## src/rtl/axi_xbar_pkg.sv

```systemverilog
// rtl/axi_xbar_pkg.sv - shared response codes, target select and FSM state types for the AXI-Lite crossbar
package axi_xbar_pkg;
    localparam logic [1:0] RESP_OKAY   = 2'b00;
    localparam logic [1:0] RESP_SLVERR = 2'b10;
    localparam logic [1:0] RESP_DECERR = 2'b11;

    typedef enum logic [1:0] {TGT_NONE, TGT_CLINT, TGT_MEM} tgt_t;
    typedef enum logic [1:0] {RD_IDLE, RD_ADDR, RD_DATA, RD_ERR} rd_state_t;
    typedef enum logic [1:0] {WR_COLLECT, WR_FWD, WR_RESP, WR_ERR} wr_state_t;
endpackage

```

## src/rtl/axi_lite_if.sv

```systemverilog
// rtl/axi_lite_if.sv - AXI4-Lite bundle, 32-bit address/data
interface axi_lite_if;
    logic [31:0] awaddr;
    logic        awvalid;
    logic        awready;
    logic [31:0] wdata;
    logic [3:0]  wstrb;
    logic        wvalid;
    logic        wready;
    logic [1:0]  bresp;
    logic        bvalid;
    logic        bready;
    logic [31:0] araddr;
    logic        arvalid;
    logic        arready;
    logic [31:0] rdata;
    logic [1:0]  rresp;
    logic        rvalid;
    logic        rready;

    modport master (
        output awaddr, awvalid, wdata, wstrb, wvalid, bready, araddr, arvalid, rready,
        input  awready, wready, bresp, bvalid, arready, rdata, rresp, rvalid
    );
    modport slave (
        input  awaddr, awvalid, wdata, wstrb, wvalid, bready, araddr, arvalid, rready,
        output awready, wready, bresp, bvalid, arready, rdata, rresp, rvalid
    );
endinterface

```

## src/rtl/axi_addr_decode.sv

```systemverilog
// rtl/axi_addr_decode.sv - maps an address onto the CLINT or memory window; CLINT wins on overlap
module axi_addr_decode
    import axi_xbar_pkg::*;
#(
    parameter logic [31:0] CLINT_BASE = 32'ha000_0048,
    parameter logic [31:0] CLINT_SIZE = 32'h0000_0008,
    parameter logic [31:0] MEM_BASE   = 32'h8000_0000,
    parameter logic [31:0] MEM_SIZE   = 32'h0800_0000
) (
    input  logic [31:0] addr,
    output tgt_t        tgt
);
    logic [31:0] clint_off;
    logic [31:0] mem_off;

    // Offsets wrap modulo 2^32, so addresses below a base fall out of range
    assign clint_off = addr - CLINT_BASE;
    assign mem_off   = addr - MEM_BASE;

    always_comb begin
        tgt = TGT_NONE;
        if (mem_off < MEM_SIZE)
            tgt = TGT_MEM;
        if (clint_off < CLINT_SIZE)
            tgt = TGT_CLINT;
    end
endmodule

```

## src/rtl/axi_lite_xbar.sv

```systemverilog
// rtl/axi_lite_xbar.sv - 1-master / 2-slave AXI-Lite crossbar with independent read and write FSMs
module axi_lite_xbar
    import axi_xbar_pkg::*;
#(
    parameter logic [31:0] CLINT_BASE = 32'ha000_0048,
    parameter logic [31:0] CLINT_SIZE = 32'h0000_0008,
    parameter logic [31:0] MEM_BASE   = 32'h8000_0000,
    parameter logic [31:0] MEM_SIZE   = 32'h0800_0000
) (
    input logic         clk,
    input logic         reset,
    axi_lite_if.slave   m,
    axi_lite_if.master  s_clint,
    axi_lite_if.master  s_mem
);
    tgt_t        ar_dec, aw_dec, rd_tgt, wr_tgt;
    rd_state_t   rd_state, rd_next;
    wr_state_t   wr_state, wr_next;
    logic [31:0] rd_addr, wr_addr, wr_data;
    logic [3:0]  wr_strb;
    logic        aw_got, w_got, aw_sent, w_sent, aw_hs, w_hs, wr_done;

    axi_addr_decode #(.CLINT_BASE(CLINT_BASE), .CLINT_SIZE(CLINT_SIZE),
                      .MEM_BASE(MEM_BASE), .MEM_SIZE(MEM_SIZE))
        u_ar_dec (.addr(m.araddr), .tgt(ar_dec));
    axi_addr_decode #(.CLINT_BASE(CLINT_BASE), .CLINT_SIZE(CLINT_SIZE),
                      .MEM_BASE(MEM_BASE), .MEM_SIZE(MEM_SIZE))
        u_aw_dec (.addr(m.awaddr), .tgt(aw_dec));

    // Responses from whichever slave the latched transaction targets
    logic        t_arready, t_rvalid, t_awready, t_wready, t_bvalid;
    logic [31:0] t_rdata;
    logic [1:0]  t_rresp, t_bresp;
    logic        rd_clint, wr_clint;
    assign rd_clint  = (rd_tgt == TGT_CLINT);
    assign wr_clint  = (wr_tgt == TGT_CLINT);
    assign t_arready = rd_clint ? s_clint.arready : s_mem.arready;
    assign t_rvalid  = rd_clint ? s_clint.rvalid  : s_mem.rvalid;
    assign t_rdata   = rd_clint ? s_clint.rdata   : s_mem.rdata;
    assign t_rresp   = rd_clint ? s_clint.rresp   : s_mem.rresp;
    assign t_awready = wr_clint ? s_clint.awready : s_mem.awready;
    assign t_wready  = wr_clint ? s_clint.wready  : s_mem.wready;
    assign t_bvalid  = wr_clint ? s_clint.bvalid  : s_mem.bvalid;
    assign t_bresp   = wr_clint ? s_clint.bresp   : s_mem.bresp;

    always_ff @(posedge clk) begin
        if (reset) begin
            rd_state <= RD_IDLE;
            rd_addr  <= '0;
            rd_tgt   <= TGT_NONE;
        end else begin
            rd_state <= rd_next;
            if (rd_state == RD_IDLE && m.arvalid) begin
                rd_addr <= m.araddr;
                rd_tgt  <= ar_dec;
            end
        end
    end

    logic        m_arready, m_rvalid, c_arvalid, c_rready, s_arvalid, s_rready;
    logic [31:0] m_rdata, c_araddr, s_araddr;
    logic [1:0]  m_rresp;

    always_comb begin
        rd_next   = rd_state;
        m_arready = 1'b0;
        m_rvalid  = 1'b0;
        m_rdata   = '0;
        m_rresp   = RESP_OKAY;
        c_arvalid = 1'b0;
        c_araddr  = '0;
        c_rready  = 1'b0;
        s_arvalid = 1'b0;
        s_araddr  = '0;
        s_rready  = 1'b0;
        case (rd_state)
            RD_IDLE: begin
                m_arready = 1'b1;
                if (m.arvalid)
                    rd_next = (ar_dec == TGT_NONE) ? RD_ERR : RD_ADDR;
            end
            RD_ADDR: begin
                if (rd_clint) begin
                    c_arvalid = 1'b1;
                    c_araddr  = rd_addr;
                end else begin
                    s_arvalid = 1'b1;
                    s_araddr  = rd_addr;
                end
                if (t_arready)
                    rd_next = RD_DATA;
            end
            RD_DATA: begin
                m_rvalid = t_rvalid;
                m_rdata  = t_rdata;
                m_rresp  = t_rresp;
                c_rready = rd_clint && m.rready;
                s_rready = !rd_clint && m.rready;
                if (t_rvalid && m.rready)
                    rd_next = RD_IDLE;
            end
            RD_ERR: begin
                m_rvalid = 1'b1;
                m_rresp  = RESP_DECERR;
                if (m.rready)
                    rd_next = RD_IDLE;
            end
            default: rd_next = RD_IDLE;
        endcase
    end

    assign aw_hs = (wr_state == WR_COLLECT) && !aw_got && m.awvalid;
    assign w_hs  = (wr_state == WR_COLLECT) && !w_got && m.wvalid;

    always_ff @(posedge clk) begin
        if (reset) begin
            wr_state <= WR_COLLECT;
            wr_addr  <= '0;
            wr_data  <= '0;
            wr_strb  <= '0;
            wr_tgt   <= TGT_NONE;
            aw_got   <= 1'b0;
            w_got    <= 1'b0;
            aw_sent  <= 1'b0;
            w_sent   <= 1'b0;
        end else begin
            wr_state <= wr_next;
            if (aw_hs) begin
                aw_got  <= 1'b1;
                wr_addr <= m.awaddr;
                wr_tgt  <= aw_dec;
            end
            if (w_hs) begin
                w_got   <= 1'b1;
                wr_data <= m.wdata;
                wr_strb <= m.wstrb;
            end
            if (wr_state == WR_FWD && !aw_sent && t_awready)
                aw_sent <= 1'b1;
            if (wr_state == WR_FWD && !w_sent && t_wready)
                w_sent <= 1'b1;
            if (wr_done) begin
                aw_got  <= 1'b0;
                w_got   <= 1'b0;
                aw_sent <= 1'b0;
                w_sent  <= 1'b0;
            end
        end
    end

    logic        m_awready, m_wready, m_bvalid, t_awvalid, t_wvalid, t_bready;
    logic [1:0]  m_bresp;
    tgt_t        wr_tgt_now;

    always_comb begin
        wr_next    = wr_state;
        wr_done    = 1'b0;
        m_awready  = 1'b0;
        m_wready   = 1'b0;
        m_bvalid   = 1'b0;
        m_bresp    = RESP_OKAY;
        t_awvalid  = 1'b0;
        t_wvalid   = 1'b0;
        t_bready   = 1'b0;
        wr_tgt_now = aw_hs ? aw_dec : wr_tgt;
        case (wr_state)
            WR_COLLECT: begin
                m_awready = !aw_got;
                m_wready  = !w_got;
                if ((aw_got || aw_hs) && (w_got || w_hs))
                    wr_next = (wr_tgt_now == TGT_NONE) ? WR_ERR : WR_FWD;
            end
            WR_FWD: begin
                t_awvalid = !aw_sent;
                t_wvalid  = !w_sent;
                if ((aw_sent || t_awready) && (w_sent || t_wready))
                    wr_next = WR_RESP;
            end
            WR_RESP: begin
                m_bvalid = t_bvalid;
                m_bresp  = t_bresp;
                t_bready = m.bready;
                if (t_bvalid && m.bready) begin
                    wr_done = 1'b1;
                    wr_next = WR_COLLECT;
                end
            end
            WR_ERR: begin
                m_bvalid = 1'b1;
                m_bresp  = RESP_DECERR;
                if (m.bready) begin
                    wr_done = 1'b1;
                    wr_next = WR_COLLECT;
                end
            end
            default: wr_next = WR_COLLECT;
        endcase
    end

    logic c_wsel, s_wsel;
    assign c_wsel = (wr_state == WR_FWD) && wr_clint;
    assign s_wsel = (wr_state == WR_FWD) && !wr_clint;

    assign m.arready = m_arready;
    assign m.rvalid  = m_rvalid;
    assign m.rdata   = m_rdata;
    assign m.rresp   = m_rresp;
    assign m.awready = m_awready;
    assign m.wready  = m_wready;
    assign m.bvalid  = m_bvalid;
    assign m.bresp   = m_bresp;

    assign s_clint.arvalid = c_arvalid;
    assign s_clint.araddr  = c_araddr;
    assign s_clint.rready  = c_rready;
    assign s_clint.awvalid = c_wsel && t_awvalid;
    assign s_clint.awaddr  = c_wsel ? wr_addr : '0;
    assign s_clint.wvalid  = c_wsel && t_wvalid;
    assign s_clint.wdata   = c_wsel ? wr_data : '0;
    assign s_clint.wstrb   = c_wsel ? wr_strb : '0;
    assign s_clint.bready  = wr_clint && t_bready;

    assign s_mem.arvalid = s_arvalid;
    assign s_mem.araddr  = s_araddr;
    assign s_mem.rready  = s_rready;
    assign s_mem.awvalid = s_wsel && t_awvalid;
    assign s_mem.awaddr  = s_wsel ? wr_addr : '0;
    assign s_mem.wvalid  = s_wsel && t_wvalid;
    assign s_mem.wdata   = s_wsel ? wr_data : '0;
    assign s_mem.wstrb   = s_wsel ? wr_strb : '0;
    assign s_mem.bready  = !wr_clint && t_bready;
endmodule

```

## src/flat_wrapper.sv

```systemverilog
// flat-port wrapper written by rule: the top's interface ports become plain ports
module axi_lite_xbar_flat import axi_xbar_pkg::*;
#(
    parameter logic [31:0] CLINT_BASE = 32'ha000_0048,
    parameter logic [31:0] CLINT_SIZE = 32'h0000_0008,
    parameter logic [31:0] MEM_BASE   = 32'h8000_0000,
    parameter logic [31:0] MEM_SIZE   = 32'h0800_0000
)
  (clk, reset, m_awaddr, m_awvalid, m_wdata, m_wstrb, m_wvalid, m_bready, m_araddr, m_arvalid, m_rready, m_awready, m_wready, m_bresp, m_bvalid, m_arready, m_rdata, m_rresp, m_rvalid, s_clint_awaddr, s_clint_awvalid, s_clint_wdata, s_clint_wstrb, s_clint_wvalid, s_clint_bready, s_clint_araddr, s_clint_arvalid, s_clint_rready, s_clint_awready, s_clint_wready, s_clint_bresp, s_clint_bvalid, s_clint_arready, s_clint_rdata, s_clint_rresp, s_clint_rvalid, s_mem_awaddr, s_mem_awvalid, s_mem_wdata, s_mem_wstrb, s_mem_wvalid, s_mem_bready, s_mem_araddr, s_mem_arvalid, s_mem_rready, s_mem_awready, s_mem_wready, s_mem_bresp, s_mem_bvalid, s_mem_arready, s_mem_rdata, s_mem_rresp, s_mem_rvalid);
  axi_lite_if m_i ();
  axi_lite_if s_clint_i ();
  axi_lite_if s_mem_i ();
  input logic clk;
  input logic reset;
  input wire logic [$bits(m_i.awaddr)-1:0] m_awaddr;
  input wire logic [$bits(m_i.awvalid)-1:0] m_awvalid;
  input wire logic [$bits(m_i.wdata)-1:0] m_wdata;
  input wire logic [$bits(m_i.wstrb)-1:0] m_wstrb;
  input wire logic [$bits(m_i.wvalid)-1:0] m_wvalid;
  input wire logic [$bits(m_i.bready)-1:0] m_bready;
  input wire logic [$bits(m_i.araddr)-1:0] m_araddr;
  input wire logic [$bits(m_i.arvalid)-1:0] m_arvalid;
  input wire logic [$bits(m_i.rready)-1:0] m_rready;
  output wire logic [$bits(m_i.awready)-1:0] m_awready;
  output wire logic [$bits(m_i.wready)-1:0] m_wready;
  output wire logic [$bits(m_i.bresp)-1:0] m_bresp;
  output wire logic [$bits(m_i.bvalid)-1:0] m_bvalid;
  output wire logic [$bits(m_i.arready)-1:0] m_arready;
  output wire logic [$bits(m_i.rdata)-1:0] m_rdata;
  output wire logic [$bits(m_i.rresp)-1:0] m_rresp;
  output wire logic [$bits(m_i.rvalid)-1:0] m_rvalid;
  output wire logic [$bits(s_clint_i.awaddr)-1:0] s_clint_awaddr;
  output wire logic [$bits(s_clint_i.awvalid)-1:0] s_clint_awvalid;
  output wire logic [$bits(s_clint_i.wdata)-1:0] s_clint_wdata;
  output wire logic [$bits(s_clint_i.wstrb)-1:0] s_clint_wstrb;
  output wire logic [$bits(s_clint_i.wvalid)-1:0] s_clint_wvalid;
  output wire logic [$bits(s_clint_i.bready)-1:0] s_clint_bready;
  output wire logic [$bits(s_clint_i.araddr)-1:0] s_clint_araddr;
  output wire logic [$bits(s_clint_i.arvalid)-1:0] s_clint_arvalid;
  output wire logic [$bits(s_clint_i.rready)-1:0] s_clint_rready;
  input wire logic [$bits(s_clint_i.awready)-1:0] s_clint_awready;
  input wire logic [$bits(s_clint_i.wready)-1:0] s_clint_wready;
  input wire logic [$bits(s_clint_i.bresp)-1:0] s_clint_bresp;
  input wire logic [$bits(s_clint_i.bvalid)-1:0] s_clint_bvalid;
  input wire logic [$bits(s_clint_i.arready)-1:0] s_clint_arready;
  input wire logic [$bits(s_clint_i.rdata)-1:0] s_clint_rdata;
  input wire logic [$bits(s_clint_i.rresp)-1:0] s_clint_rresp;
  input wire logic [$bits(s_clint_i.rvalid)-1:0] s_clint_rvalid;
  output wire logic [$bits(s_mem_i.awaddr)-1:0] s_mem_awaddr;
  output wire logic [$bits(s_mem_i.awvalid)-1:0] s_mem_awvalid;
  output wire logic [$bits(s_mem_i.wdata)-1:0] s_mem_wdata;
  output wire logic [$bits(s_mem_i.wstrb)-1:0] s_mem_wstrb;
  output wire logic [$bits(s_mem_i.wvalid)-1:0] s_mem_wvalid;
  output wire logic [$bits(s_mem_i.bready)-1:0] s_mem_bready;
  output wire logic [$bits(s_mem_i.araddr)-1:0] s_mem_araddr;
  output wire logic [$bits(s_mem_i.arvalid)-1:0] s_mem_arvalid;
  output wire logic [$bits(s_mem_i.rready)-1:0] s_mem_rready;
  input wire logic [$bits(s_mem_i.awready)-1:0] s_mem_awready;
  input wire logic [$bits(s_mem_i.wready)-1:0] s_mem_wready;
  input wire logic [$bits(s_mem_i.bresp)-1:0] s_mem_bresp;
  input wire logic [$bits(s_mem_i.bvalid)-1:0] s_mem_bvalid;
  input wire logic [$bits(s_mem_i.arready)-1:0] s_mem_arready;
  input wire logic [$bits(s_mem_i.rdata)-1:0] s_mem_rdata;
  input wire logic [$bits(s_mem_i.rresp)-1:0] s_mem_rresp;
  input wire logic [$bits(s_mem_i.rvalid)-1:0] s_mem_rvalid;
  assign m_i.awaddr = m_awaddr;
  assign m_i.awvalid = m_awvalid;
  assign m_i.wdata = m_wdata;
  assign m_i.wstrb = m_wstrb;
  assign m_i.wvalid = m_wvalid;
  assign m_i.bready = m_bready;
  assign m_i.araddr = m_araddr;
  assign m_i.arvalid = m_arvalid;
  assign m_i.rready = m_rready;
  assign m_awready = m_i.awready;
  assign m_wready = m_i.wready;
  assign m_bresp = m_i.bresp;
  assign m_bvalid = m_i.bvalid;
  assign m_arready = m_i.arready;
  assign m_rdata = m_i.rdata;
  assign m_rresp = m_i.rresp;
  assign m_rvalid = m_i.rvalid;
  assign s_clint_awaddr = s_clint_i.awaddr;
  assign s_clint_awvalid = s_clint_i.awvalid;
  assign s_clint_wdata = s_clint_i.wdata;
  assign s_clint_wstrb = s_clint_i.wstrb;
  assign s_clint_wvalid = s_clint_i.wvalid;
  assign s_clint_bready = s_clint_i.bready;
  assign s_clint_araddr = s_clint_i.araddr;
  assign s_clint_arvalid = s_clint_i.arvalid;
  assign s_clint_rready = s_clint_i.rready;
  assign s_clint_i.awready = s_clint_awready;
  assign s_clint_i.wready = s_clint_wready;
  assign s_clint_i.bresp = s_clint_bresp;
  assign s_clint_i.bvalid = s_clint_bvalid;
  assign s_clint_i.arready = s_clint_arready;
  assign s_clint_i.rdata = s_clint_rdata;
  assign s_clint_i.rresp = s_clint_rresp;
  assign s_clint_i.rvalid = s_clint_rvalid;
  assign s_mem_awaddr = s_mem_i.awaddr;
  assign s_mem_awvalid = s_mem_i.awvalid;
  assign s_mem_wdata = s_mem_i.wdata;
  assign s_mem_wstrb = s_mem_i.wstrb;
  assign s_mem_wvalid = s_mem_i.wvalid;
  assign s_mem_bready = s_mem_i.bready;
  assign s_mem_araddr = s_mem_i.araddr;
  assign s_mem_arvalid = s_mem_i.arvalid;
  assign s_mem_rready = s_mem_i.rready;
  assign s_mem_i.awready = s_mem_awready;
  assign s_mem_i.wready = s_mem_wready;
  assign s_mem_i.bresp = s_mem_bresp;
  assign s_mem_i.bvalid = s_mem_bvalid;
  assign s_mem_i.arready = s_mem_arready;
  assign s_mem_i.rdata = s_mem_rdata;
  assign s_mem_i.rresp = s_mem_rresp;
  assign s_mem_i.rvalid = s_mem_rvalid;
  axi_lite_xbar #(.CLINT_BASE(CLINT_BASE), .CLINT_SIZE(CLINT_SIZE), .MEM_BASE(MEM_BASE), .MEM_SIZE(MEM_SIZE)) u_core (.clk(clk), .reset(reset), .m(m_i), .s_clint(s_clint_i), .s_mem(s_mem_i));
endmodule
```

## config.mk

```make
export PLATFORM = sky130hd
export DESIGN_NAME = axi_lite_xbar_flat
export DESIGN_NICKNAME = d
export VERILOG_FILES = /design/src/rtl/axi_xbar_pkg.sv /design/src/rtl/axi_lite_if.sv /design/src/rtl/axi_addr_decode.sv /design/src/rtl/axi_lite_xbar.sv /design/src/flat_wrapper.sv
export SDC_FILE = /design/constraint.sdc
export NUM_CORES = 1
export LEC_CHECK = 0
export BUFFER_PORTS_ARGS = -buffer_cell sky130_fd_sc_hd__buf_2
export CORE_AREA = 3 3 170 172
export CTS_BUF_LIST = sky130_fd_sc_hd__clkbuf_8
export DETAILED_ROUTE_END_ITERATION = 8
export DIE_AREA = 0 0 173 175
export PLACE_DENSITY_LB_ADDON = 0.08
export SETUP_SLACK_MARGIN = 0.4
export SLEW_MARGIN = 20
export SYNTH_ARGS = -nofsm -noshare
export SYNTH_HDL_FRONTEND = slang
export SYNTH_SLANG_ARGS = --single-unit
```

## constraint.sdc

```tcl
create_clock -name clk -period 4.1 [get_ports clk]
set_input_delay 0.205 -clock clk [delete_from_list [all_inputs] [get_ports clk]]
set_output_delay 0.205 -clock clk [all_outputs]
set_load 0.01 [all_outputs]
```

# Word level (Yosys, flattened, before mapping)
# Cells that the tools add are included.
word_totals:
  ff_bits: 112
  out_inout_bits: 251
  in_bits: 189
  word_cells: 131
classes:
  order_cmp: 4
  n_reduce_logical: 40
  mux: 55
  eq_ne: 16
  n_addsub: 4
op_table:
  columns: ["operator", "count"]
  rows:
  - ["$mux W32", 10]
  - ["$sub A32 B32 Y32 const B", 4]
  - ["$lt A32 B28 Y1 const B", 2]
  - ["$lt A32 B4 Y1 const B", 2]
  - ["$mux W2", 17]
  - ["$logic_and A1 B1 Y1", 23]
  - ["$mux W1", 19]
  - ["$pmux W2 S4", 2]
  - ["$eq A2 B1 Y1 const B", 4]
  - ["$eq A2 B2 Y1 const B", 4]
  - ["$logic_not A2 Y1", 4]
  - ["$mux W4", 2]
  - ["$ne A2 B1 Y1 const B", 4]
  - ["$ne A2 B2 Y1 const B", 4]
  - ["$pmux W2 S2", 2]
  - ["$reduce_and A4 Y1", 2]
  - ["$logic_not A1 Y1", 6]
  - ["$pmux W1 S2", 3]
  - ["$logic_or A1 B1 Y1", 4]
  - ["$reduce_or A2 Y1", 1]

# Logic depth before layout (Yosys ltp)
# Gate-level depths: netlist of the first run.
depth:
  depth_word: 9
  mapped_depth: 10
  mapped_depth_nobuf: 9

# Cells and area by module
# A second synthesis of the first run with hierarchy kept.
hier_totals:
  cells_unflattened: 1008
  area_unflattened_um2: 6959.2
by_module_without_submodules:
  columns: ["mod", "seq_area_each_um2", "instances", "area_each_um2", "cells_each"]
  rows:
  - ["axi_lite_xbar", 2242.2, 1, 6058.3, 886]
  - ["axi_addr_decode", 0.0, 2, 450.4, 61]

# Worst setup path after synthesis of the first run
# No wires, ideal clock.
synth_timing:
  path_kind: "register to register"
  startpoint: "register u_core.wr_state[1]"
  endpoint: "register u_core.wr_state[1]"
  t_arrival_ps: 2344
  path_stages_with_launch: 9
  synth_period_minus_slack_ps: 2458
  path_buffers: 2
  setup_time_ps: 114
  required_time_ps: 3986
  path_slack_ps: 1642
  path_cell_list: "dfxtp_1 > clkbuf_1 > nor3_1 > and2_1 > clkbuf_1 > nand4_1 > or4_1 > or4_1 > a21o_1"
synth_via:
  elab_chain_cells: 8
  elab_cells_between_ends: 21
  classes_between: "7 x eq/ne; 4 x mux; 10 x reduce/logical"
synth_lines:
  columns: ["element", "line", "rtl"]
  rows:
  - ["from (decl)", "axi_lite_xbar.sv:18", "wr_state_t wr_state, wr_next;"]
  - ["from (signal assigned)", "axi_lite_xbar.sv:127", "wr_state <= wr_next;"]
  - ["$logic_not A2 Y1", "axi_lite_xbar.sv:112, axi_lite_xbar.sv:113, axi_lite_xbar.sv:166", null]
  - ["$logic_and A1 B1 Y1 (2 in series)", "axi_lite_xbar.sv:112", "assign aw_hs = (wr_state == WR_COLLECT) && !aw_got && m.awvalid;"]
  - ["$mux W2", null, null]
  - ["$logic_not A2 Y1", "axi_lite_xbar.sv:171", "wr_next = (wr_tgt_now == TGT_NONE) ? WR_ERR : WR_FWD;"]
  - ["$mux W2", "axi_lite_xbar.sv:171", null]
  - ["$mux W2", "axi_lite_xbar.sv:170", "if ((aw_got || aw_hs) && (w_got || w_hs))"]
  - ["$pmux W2 S4", "axi_lite_xbar.sv:166", "case (wr_state)"]
# Parallel ways exist; a longest one is shown, timed or not. The select of a mux whose other input is x is not followed.
# A chain may end at the register's enable or synchronous reset.

# Final worst setup path of the first run
layout_timing:
  startpoint: "register u_core.wr_state[0]"
  endpoint: "output s_clint_awvalid"
layout_via:
  elab_chain_cells: 3
  elab_cells_between_ends: 4
  classes_between: "1 x eq/ne; 1 x mux; 2 x reduce/logical"
layout_lines:
  columns: ["element", "line", "rtl"]
  rows:
  - ["$eq A2 B1 Y1 *", "axi_lite_xbar.sv:166, axi_lite_xbar.sv:201", null]
  - ["$mux W1 or $logic_and A1 B1 Y1 (tied branches)", "axi_lite_xbar.sv:166, axi_lite_xbar.sv:201", null]
  - ["$logic_and A1 B1 Y1 *", "axi_lite_xbar.sv:216", "assign s_clint.awvalid = c_wsel && t_awvalid;"]
  - ["to (decl)", "flat_wrapper.sv:33", "output wire logic [$bits(s_clint_i.awvalid)-1:0] s_clint_awvalid;"]
# Every way passes the cells marked *; elsewhere a longest branch is shown, timed or not.

==> flow_summary.html, run 1 <==
<table>
<tr><th>Metric</th><th>Value</th></tr>
<tr><th colspan="2">Setup path</th></tr>
<tr><td>Cells along the critical path</td><td>inv_1 -&gt; nor2_4 -&gt; buf_12 -&gt; nand2_1 -&gt; nor2_1 -&gt; buf_2</td></tr>
<tr><td>Slowest stage cell, crit path</td><td>nor2_4</td></tr>
<tr><td>Crit path max-delay family</td><td>simple AND/OR/NAND/NOR gates</td></tr>
<tr><td>Required time of the critical path</td><td>3.89 ns</td></tr>
<tr><td>Max incr delay on CP</td><td>0.64 ns</td></tr>
<tr><td>Crit path max fanout</td><td>101</td></tr>
<tr><td>Crit path arrival time</td><td>approximately 2.5 ns</td></tr>
<tr><td>Endpoint type of the worst setup path</td><td>output port</td></tr>
<tr><td>Number of buffers and inverters on the critical path</td><td>3</td></tr>
<tr><td>Critical setup path kind</td><td>reg2out</td></tr>
<tr><td>Setup crit start kind</td><td>flop</td></tr>
<tr><th colspan="2">Logic synthesis</th></tr>
<tr><td>Number of cells produced by synthesis</td><td>between 1000 and 1500</td></tr>
<tr><td>Most frequently used cell type in the post-synthesis netlist</td><td>nand2_1</td></tr>
<tr><td>Fraction of synthesized cell area taken by the top area cell type</td><td>about a third</td></tr>
<tr><td>Predominant post-synthesis flop cell</td><td>dfxtp_1</td></tr>
<tr><td>Warning count from the yosys run</td><td>0</td></tr>
<tr><td>Post-synth EDFFs</td><td>0</td></tr>
<tr><td>Netlist area before placement</td><td>0.006875 mm²</td></tr>
<tr><td>Asr flop ratio synth</td><td>0%</td></tr>
<tr><td>Part of the Yosys area used for sequential elements</td><td>32.61%</td></tr>
<tr><td>Unique masters post-synth</td><td>55</td></tr>
<tr><td>Total of flip-flops plus latches after synthesis</td><td>about 110</td></tr>
<tr><td>Library cell occupying the most area in the post-synthesis netlist</td><td>dfxtp_1</td></tr>
<tr><td>Leading post-synthesis cells by instance count</td><td>291 x nand2_1, 142 x a21oi_1, 137 x and3_1</td></tr>
<tr><td>Biggest area contributors in the synthesized netlist</td><td>dfxtp_1 33%, nand2_1 16%, and3_1 12%</td></tr>
<tr><td>Mapped Avg Cell Area</td><td>approximately 6.7 µm²</td></tr>
<tr><td>Synthesized Nets</td><td>1221</td></tr>
<tr><th colspan="2">Pwr</th></tr>
<tr><td>Switching Fraction</td><td>40.93%</td></tr>
<tr><td>Internal power of the cells</td><td>1.889 mW</td></tr>
<tr><td>Ratio of total power to cell area</td><td>333.5 mW/mm²</td></tr>
<tr><td>NetSw</td><td>1.309 mW</td></tr>
<tr><td>Combinational power share</td><td>35.7%</td></tr>
<tr><td>Peak supply drop</td><td>0.1326 mV</td></tr>
<tr><td>Sequential share of power</td><td>around 44%</td></tr>
<tr><td>Clk network pwr share</td><td>about a fifth</td></tr>
<tr><td>Static Leakage</td><td>5.208 nW</td></tr>
<tr><th colspan="2">GRT</th></tr>
<tr><td>GR Overflow Total</td><td>0</td></tr>
<tr><td>Largest net degree at the start of global routing</td><td>102</td></tr>
<tr><td>Global router's overall resource usage</td><td>20.21%</td></tr>
<tr><td>Vias in the first global route</td><td>8019</td></tr>
<tr><td>Number of antenna violations at the first check in global routing</td><td>7</td></tr>
<tr><td>First-pass GRT wire length</td><td>48.60 mm</td></tr>
<tr><th colspan="2">STA</th></tr>
<tr><td>Endpoints failing setup</td><td>0</td></tr>
<tr><td>RSZ-0062 raised after global routing</td><td>no</td></tr>
<tr><td>Final-report max-slew violation count</td><td>0</td></tr>
<tr><td>Slew at the pin with the worst max-slew slack</td><td>approximately 1.1 ns</td></tr>
<tr><td>Final-layout setup total negative slack</td><td>0 ns</td></tr>
<tr><td>Final worst-path cycle share</td><td>roughly two thirds</td></tr>
<tr><td>Final hold viol count</td><td>0</td></tr>
<tr><td>Peak clock frequency supported by timing</td><td>372.2 MHz</td></tr>
<tr><td>Post-layout min period</td><td>2.687 ns</td></tr>
<tr><td>Worst relative slew slack</td><td>29.99%</td></tr>
<tr><td>Clock Skew</td><td>between 0.02 and 0.03 ns</td></tr>
<tr><th colspan="2">Die</th></tr>
<tr><td>Vertical extent of the die</td><td>175 µm</td></tr>
<tr><td>Horizontal die dimension</td><td>173 µm</td></tr>
<tr><td>Placeable core region</td><td>0.02763 mm²</td></tr>
<tr><td>Placement row count</td><td>~60</td></tr>
<tr><td>Starting density of the core</td><td>24.88%</td></tr>
<tr><td>Die area</td><td>0.03028 mm²</td></tr>
<tr><td>Number of ports placed on the die boundary</td><td>440</td></tr>
<tr><th colspan="2">Clocking</th></tr>
<tr><td>Number of buffers between clock root and the deepest sink</td><td>2</td></tr>
<tr><td>Clock Root Buffer</td><td>clkbuf_8</td></tr>
<tr><td>CTS buffer count</td><td>9</td></tr>
<tr><td>Number of sinks on the clock net</td><td>112</td></tr>
<tr><td>Clock-pin slew of the registers on the worst-case setup and hold paths</td><td>0.13 ns</td></tr>
<tr><td>Clock latency on the worst-skew pair</td><td>around 0.4 ns</td></tr>
<tr><td>H-tree levels</td><td>3</td></tr>
<tr><td>Number of instances resized during post-cts repair</td><td>0</td></tr>
<tr><td>TritonCTS clock tree</td><td>yes</td></tr>
<tr><th colspan="2">Routing</th></tr>
<tr><td>Routed Antenna Nets</td><td>0</td></tr>
<tr><td>Wire length per cell after detailed routing</td><td>roughly 18 µm</td></tr>
<tr><td>First DRT Iteration DRCs</td><td>417</td></tr>
<tr><td>Via-per-instance ratio</td><td>about 4.7</td></tr>
<tr><td>Post-Route WL</td><td>32.19 mm</td></tr>
<tr><td>DRC viols</td><td>0</td></tr>
<tr><td>Number of iterations in the first detailed-routing pass</td><td>4</td></tr>
<tr><td>Number of vias in the routed layout</td><td>8514</td></tr>
<tr><th colspan="2">Cells and area</th></tr>
<tr><td>Layout fillers</td><td>3127</td></tr>
<tr><td>Net total in the final layout</td><td>1602</td></tr>
<tr><td>Final non-filler cell area</td><td>0.009587 mm²</td></tr>
<tr><td>Synth-to-layout area growth</td><td>39.44%</td></tr>
<tr><td>Fraction of layout instances using a drive strength above 1</td><td>34.18%</td></tr>
<tr><th colspan="2">Flow run</th></tr>
<tr><td>Max cap viols</td><td>0</td></tr>
<tr><th colspan="2">Run status</th></tr>
<tr><td>Result of the run</td><td>finished clean</td></tr>
<tr><th colspan="2">Placement</th></tr>
<tr><td>Standard cell area after detailed placement</td><td>0.009370 mm²</td></tr>
<tr><td>Post-DP HPWL</td><td>25.02 mm</td></tr>
<tr><td>Final weighted congestion in routability-driven placement</td><td>0.8282</td></tr>
<tr><td>Input/output buffers</td><td>439</td></tr>
<tr><th colspan="2">Worst hold path</th></tr>
<tr><td>Class of the tightest hold or removal check</td><td>in2reg</td></tr>
</table>
[worst paths after layout]
kind                                        start                         endpoint  slack (ns)  cells after the start
setup / recovery  u_core.wr_state[0]$_SDFFE_PP0P_                  s_clint_awvalid        1.41                      6
hold / removal                        m_wdata[22]  u_core.wr_data[22]$_SDFFE_PP0P_        0.03                      3
setup reg to reg  u_core.wr_state[1]$_SDFFE_PP0P_  u_core.wr_state[1]$_SDFFE_PP0P_        1.43                      6
hold reg to reg   u_core.wr_data[30]$_SDFFE_PP0P_  u_core.wr_data[30]$_SDFFE_PP0P_        0.47                      2
[power groups by stage]
stage / Clock (mW) / Sequential [mW] / Combinational (mW)
global placement: 0 / 1.43 / 1.16
CTS: 0.689 / 1.41 / 1.16
floorplan: 0 / 1.35 / 0.729
global route: 0.734 / 1.44 / 1.29
finish: 0.648 / 1.41 / 1.14
detailed placement: 0 / 1.44 / 1.15
[layer usage]
metal,part of all wire (%),up-vias,GRT usage [%]
li1,-,4254,-
met1,41,3961,23.39
met2,52,257,37.41
met3,5.4,34,4.324
met4,1.6,8,5.811
met5,0.14,-,0
[timing repair]
action | CTS | global route
setup buffers | 0 | 0
hold buffers | 3 | 0
endpoints found under the hold margin | 3 | 0
[placed cells by master (no fill, tap or decap), types with 6 or more instances in the layout]
| cell type | Yosys | routed |
|---|---|---|
| buf_2 | 0 | 438 |
| nand2_1 | 291 | 291 |
| a21oi_1 | 142 | 142 |
| and3_1 | 137 | 137 |
| dfxtp_1 | 112 | 112 |
| and2_1 | 70 | 70 |
| nor2_1 | 45 | 44 |
| buf_4 | 0 | 16 |
| nor3_1 | 15 | 15 |
| inv_1 | 10 | 11 |
| nand2b_1 | 11 | 10 |
| clkbuf_8 | 0 | 9 |
| o21ai_0 | 8 | 8 |
| nand3_1 | 7 | 7 |
| xnor2_1 | 6 | 6 |
[state kept, by name, summed over array words and instances, names as in the netlist]
| signal | count |
|---|---|
| u_core.wr_state | 2 |
| u_core.wr_data | 32 |
| u_core.wr_strb | 4 |
| u_core.rd_addr | 32 |
| u_core.aw_got | 1 |
| u_core.rd_tgt | 2 |
| u_core.w_got | 1 |
| u_core.aw_sent | 1 |
| u_core.rd_state | 2 |
| u_core.w_sent | 1 |
| u_core.wr_tgt | 2 |
| u_core.wr_addr | 32 |
[cells by family (layout without fill, tap and decap cells)]
| kind of cell | Yosys count | after routing | share of synthesized area [%] |
|---|---|---|---|
| AOI/OAI and AO/OA | 194 | 194 | 16.27 |
| xor gates and xnor gates | 6 | 6 | 0.7643 |
| adders and majority gates | 2 | 2 | 0.3639 |
| buffers and inverters | 98 | 484 | 5.350 |
| DFF | 112 | 112 | 32.61 |
| muxes | 2 | 2 | 0.2912 |
| other | 0 | 3 | 0 |
| and+or+nand+nor | 616 | 616 | 44.35 |
[stage by stage]
step	hold slack, ns	total power [mW]	worst slack (ns)	utilization (%)	cells
2_1_floorplan	0.3410	2.078	1.642	-	1030
3_3_place_gp	0.4460	2.584	1.516	33.91	1775
3_5_place_dp	0.4514	2.588	1.443	33.91	1775
4_1_cts	0.0007528	3.257	1.381	34.67	1794
5_1_grt	0.001081	3.464	1.161	34.70	1797
6_report	0.02952	3.197	1.413	34.70	1797
[final cells by class]
cell class | count | area (µm²) | area share [%]
Inverter | 10 | 37.54 | 0.3915
Timing Repair Buffer | 458 | 2362 | 24.64
Clock buffer | 9 | 123.9 | 1.292
Antenna cell | 3 | 7.507 | 0.07831
Sequential cell | 112 | 2242 | 23.39
Tap cell | 378 | 473.0 | 4.933
Clock inverter | 7 | 55.05 | 0.5743
Multi-Input combinational cell | 820 | 4285 | 44.70
[worst reg2reg max path, stage by stage (launching register included)]
cell and delay, ns:
dfxtp_1 0.42, nor3_1 0.30, and2_1 0.56, nand4_1 0.15, or4_1 0.44, or4_1 0.54, a21o_1 0.18
(Power assumes the default switching activity.)
==> inputs of run 2 (changes only) <==
CORE_AREA = 3 3 168 170   (was 3 3 170 172)
DIE_AREA = 0 0 171 173   (was 0 0 173 175)
clock period = 2.5 ns   (was 4.1 ns; I/O delays follow)
==> run 2 against run 1 <==
Effect of this change: highest routed layer is now met4; utilization increased by 5.4 points; first-iteration DRC count decreased by 4.3%; critical path type is now in2reg; design area increased by 12%.
==> flow_summary.html, run 2 (same netlist as run 1, synthesis figures left out) <==
<table>
<tr><th>Metric</th><th>Value</th></tr>
<tr><th colspan="2">Die</th></tr>
<tr><td>Starting density of the core</td><td>25.58% (+0.70 points)</td></tr>
<tr><td>Placeable core region</td><td>0.02688 mm² (-2.7%)</td></tr>
<tr><td>Vertical extent of the die</td><td>173 µm (-1.1%)</td></tr>
<tr><td>Die area</td><td>0.02958 mm² (-2.3%)</td></tr>
<tr><td>Horizontal die dimension</td><td>171 µm (-1.2%)</td></tr>
<tr><td>Placement row count</td><td>60 (-1.6%)</td></tr>
<tr><td>Number of ports placed on the die boundary</td><td>440 (unchanged)</td></tr>
<tr><th colspan="2">Setup path</th></tr>
<tr><td>Max incr delay on CP</td><td>0.54 ns (-0.10 ns)</td></tr>
<tr><td>Crit path max-delay family</td><td>buffers and inverters</td></tr>
<tr><td>Required time of the critical path</td><td>2.83 ns (-1.06 ns)</td></tr>
<tr><td>Setup crit start kind</td><td>primary input</td></tr>
<tr><td>Crit path max fanout</td><td>5 (-95%)</td></tr>
<tr><td>Crit path arrival time</td><td>2.37 ns (-0.11 ns)</td></tr>
<tr><td>Cell type with the highest occurrence count on the critical path</td><td>nor2_1</td></tr>
<tr><td>Critical setup path kind</td><td>in2reg</td></tr>
<tr><td>Endpoint type of the worst setup path</td><td>flop</td></tr>
<tr><td>Cells along the critical path</td><td>dlygate4sd3_1 -&gt; buf_2 -&gt; nor2_1 -&gt; nand4b_1 -&gt; buf_4 -&gt; o31ai_1 -&gt; xnor2_1 -&gt; o2111ai_2 -&gt; o21a_1 -&gt; nor2_1</td></tr>
<tr><td>Number of buffers and inverters on the critical path</td><td>3 (unchanged)</td></tr>
<tr><td>Slowest stage cell, crit path</td><td>dlygate4sd3_1</td></tr>
<tr><th colspan="2">STA</th></tr>
<tr><td>Post-layout min period</td><td>2.041 ns</td></tr>
<tr><td>Peak clock frequency supported by timing</td><td>around 490 MHz</td></tr>
<tr><td>Slew at the pin with the worst max-slew slack</td><td>0.5444 ns (-0.5058 ns)</td></tr>
<tr><td>Endpoints failing setup</td><td>0 (unchanged)</td></tr>
<tr><td>Clock Skew</td><td>0.02125 ns (-0.004589 ns)</td></tr>
<tr><td>RSZ-0062 raised after global routing</td><td>yes</td></tr>
<tr><td>Final hold viol count</td><td>0 (unchanged)</td></tr>
<tr><td>Final worst-path cycle share</td><td>roughly four fifths</td></tr>
<tr><td>Final-report max-slew violation count</td><td>0 (unchanged)</td></tr>
<tr><td>Worst relative slew slack</td><td>63.25% (+33 points)</td></tr>
<tr><td>Final-layout setup total negative slack</td><td>0 ns (unchanged)</td></tr>
<tr><th colspan="2">Routing</th></tr>
<tr><td>DRC viols</td><td>0 (unchanged)</td></tr>
<tr><td>Post-Route WL</td><td>31.69 mm (-1.6%)</td></tr>
<tr><td>Wire length per cell after detailed routing</td><td>17.02 µm (-5.0%)</td></tr>
<tr><td>Number of iterations in the first detailed-routing pass</td><td>5 (+1)</td></tr>
<tr><td>Via-per-instance ratio</td><td>4.709 (-0.61%)</td></tr>
<tr><td>Routed Antenna Nets</td><td>0 (unchanged)</td></tr>
<tr><td>Number of vias in the routed layout</td><td>8768 (+3.0%)</td></tr>
<tr><td>First DRT Iteration DRCs</td><td>399 (-4.3%)</td></tr>
<tr><th colspan="2">Clocking</th></tr>
<tr><td>Number of sinks on the clock net</td><td>112 (unchanged)</td></tr>
<tr><td>H-tree levels</td><td>3 (unchanged)</td></tr>
<tr><td>TritonCTS clock tree</td><td>yes</td></tr>
<tr><td>Number of buffers between clock root and the deepest sink</td><td>2 (unchanged)</td></tr>
<tr><td>Clock latency on the worst-skew pair</td><td>0.39 ns (about the same)</td></tr>
<tr><td>Clock Root Buffer</td><td>clkbuf_8</td></tr>
<tr><td>CTS buffer count</td><td>9 (unchanged)</td></tr>
<tr><td>Clock-pin slew of the registers on the worst-case setup and hold paths</td><td>0.12 ns (about the same)</td></tr>
<tr><th colspan="2">Placement</th></tr>
<tr><td>Post-DP HPWL</td><td>22.67 mm (-9.4%)</td></tr>
<tr><td>Cell count after placement</td><td>1753 (-1.2%)</td></tr>
<tr><td>Input/output buffers</td><td>439 (unchanged)</td></tr>
<tr><td>Final weighted congestion in routability-driven placement</td><td>0.8502 (+2.7%)</td></tr>
<tr><th colspan="2">GRT</th></tr>
<tr><td>Largest net degree at the start of global routing</td><td>55 (-46%)</td></tr>
<tr><td>Number of antenna violations at the first check in global routing</td><td>2 (-5)</td></tr>
<tr><td>GR Overflow Total</td><td>0 (unchanged)</td></tr>
<tr><td>First-pass GRT wire length</td><td>46.66 mm (-4.0%)</td></tr>
<tr><td>Vias in the first global route</td><td>8213 (+2.4%)</td></tr>
<tr><td>Global router's overall resource usage</td><td>19.52% (-0.69 points)</td></tr>
<tr><th colspan="2">Cells and area</th></tr>
<tr><td>Net total in the final layout</td><td>1705 (+6.4%)</td></tr>
<tr><td>Most common library cell in the layout ignoring fill and taps</td><td>buf_2</td></tr>
<tr><td>Fraction of layout instances using a drive strength above 1</td><td>34.69% (+0.51 points)</td></tr>
<tr><td>Commonest non-fill, non-tap cells in the layout</td><td>438 x buf_2, 291 x nand2_1, 142 x a21oi_1</td></tr>
<tr><td>Final instance count without filler cells</td><td>1862 (+3.6%)</td></tr>
<tr><td>Synth-to-layout area growth</td><td>56.85%</td></tr>
<tr><td>Registers with the most flip-flops</td><td>u_core.rd_addr: 32 flops, u_core.wr_addr: 32 flops, u_core.wr_data: 32 flops</td></tr>
<tr><th colspan="2">Run status</th></tr>
<tr><td>Result of the run</td><td>finished clean</td></tr>
<tr><th colspan="2">Worst hold path</th></tr>
<tr><td>Class of the tightest hold or removal check</td><td>in2reg</td></tr>
<tr><th colspan="2">Flow run</th></tr>
<tr><td>Max cap viols</td><td>0 (unchanged)</td></tr>
<tr><th colspan="2">Pwr</th></tr>
<tr><td>Ratio of total power to cell area</td><td>538.6 mW/mm² (+61%)</td></tr>
<tr><td>Static Leakage</td><td>5.741 nW (+10%)</td></tr>
<tr><td>Peak supply drop</td><td>0.3305 mV (+150%)</td></tr>
</table>
[run 2: changes by cell type in the layout (fill, tap and decap cells not counted), moves of 3 or more]
cell	change
clkbuf_16	+3
nor3_1	-4
buf_4	+11
dlygate4sd3_1	+75
buf_6	+5
buf_12	+4
buf_8	+3
[run 2: worst paths after layout]
path,slack (ns),cells after the start,startpoint,end
worst max-delay path,0.46,10,m_araddr[14],u_core.rd_tgt[0]$_SDFFE_PP0P_
worst min-delay path,0.03,3,m_awaddr[4],u_core.wr_addr[4]$_SDFFE_PP0P_
worst max register to register,0.48,6,u_core.wr_state[0]$_SDFFE_PP0P_,u_core.wr_state[1]$_SDFFE_PP0P_
worst min register to register,0.47,2,u_core.wr_data[28]$_SDFFE_PP0P_,u_core.wr_data[28]$_SDFFE_PP0P_
[run 2: worst min-delay path, cell delays in order]
cell	delay [ns]
buf_2	0.13
nand2_1	0.06
a21oi_1	0.05
[run 2: layout make-up]
class	count	area [µm²]
fill	2969	16090
multi-input combinational	820	4354
timing repair buffer	561	3493
sequential	112	2245
tap	341	426.7
clock buffer	9	123.9
clock inverter	7	95.09
inverter	10	41.29
antenna	2	5.005
[run 2: timing repair]
action,CTS,global route
gates resized for setup,5,24
gates cloned,1,5
setup buffers,0,7
hold buffers,78,0
pin swaps,0,5
setup endpoints to repair,104,196
hold endpoints to repair,78,0
[run 2: power by group]
part	internal [mW]	switching (mW)	leakage (nW)	total, mW
Sequential	2.07	0.229	0.917	2.29
Combinational	0.931	1.36	4.71	2.29
Clock	0.497	0.725	0.111	1.22
[run 2: metrics by stage]
stage	power [mW]	worst slack, ns	hold slack [ns]	cell area [µm²]	utilization (%)
after floorplan	3.431	0.3047	0.2610	6894	-
after detailed placement	4.293	0.02366	0.3728	9478	35.27
after global placement	4.283	0.01168	0.3676	9478	35.27
after CTS	5.688	0.3774	0.00002640	10530	39.17
final	5.808	0.4593	0.02622	10780	40.13
after global routing	6.226	0.3327	0.01002	10780	40.13
[run 2: metal layers]
metal  vias to the layer above  GRT usage (%)  part of all wire (%)
li1                       4465              -                     -
met1                      4032          25.93                    45
met2                       251          33.09                    48
met3                        20          3.452                   5.4
met4                         0          4.125                   1.3
met5                         -              0                     0
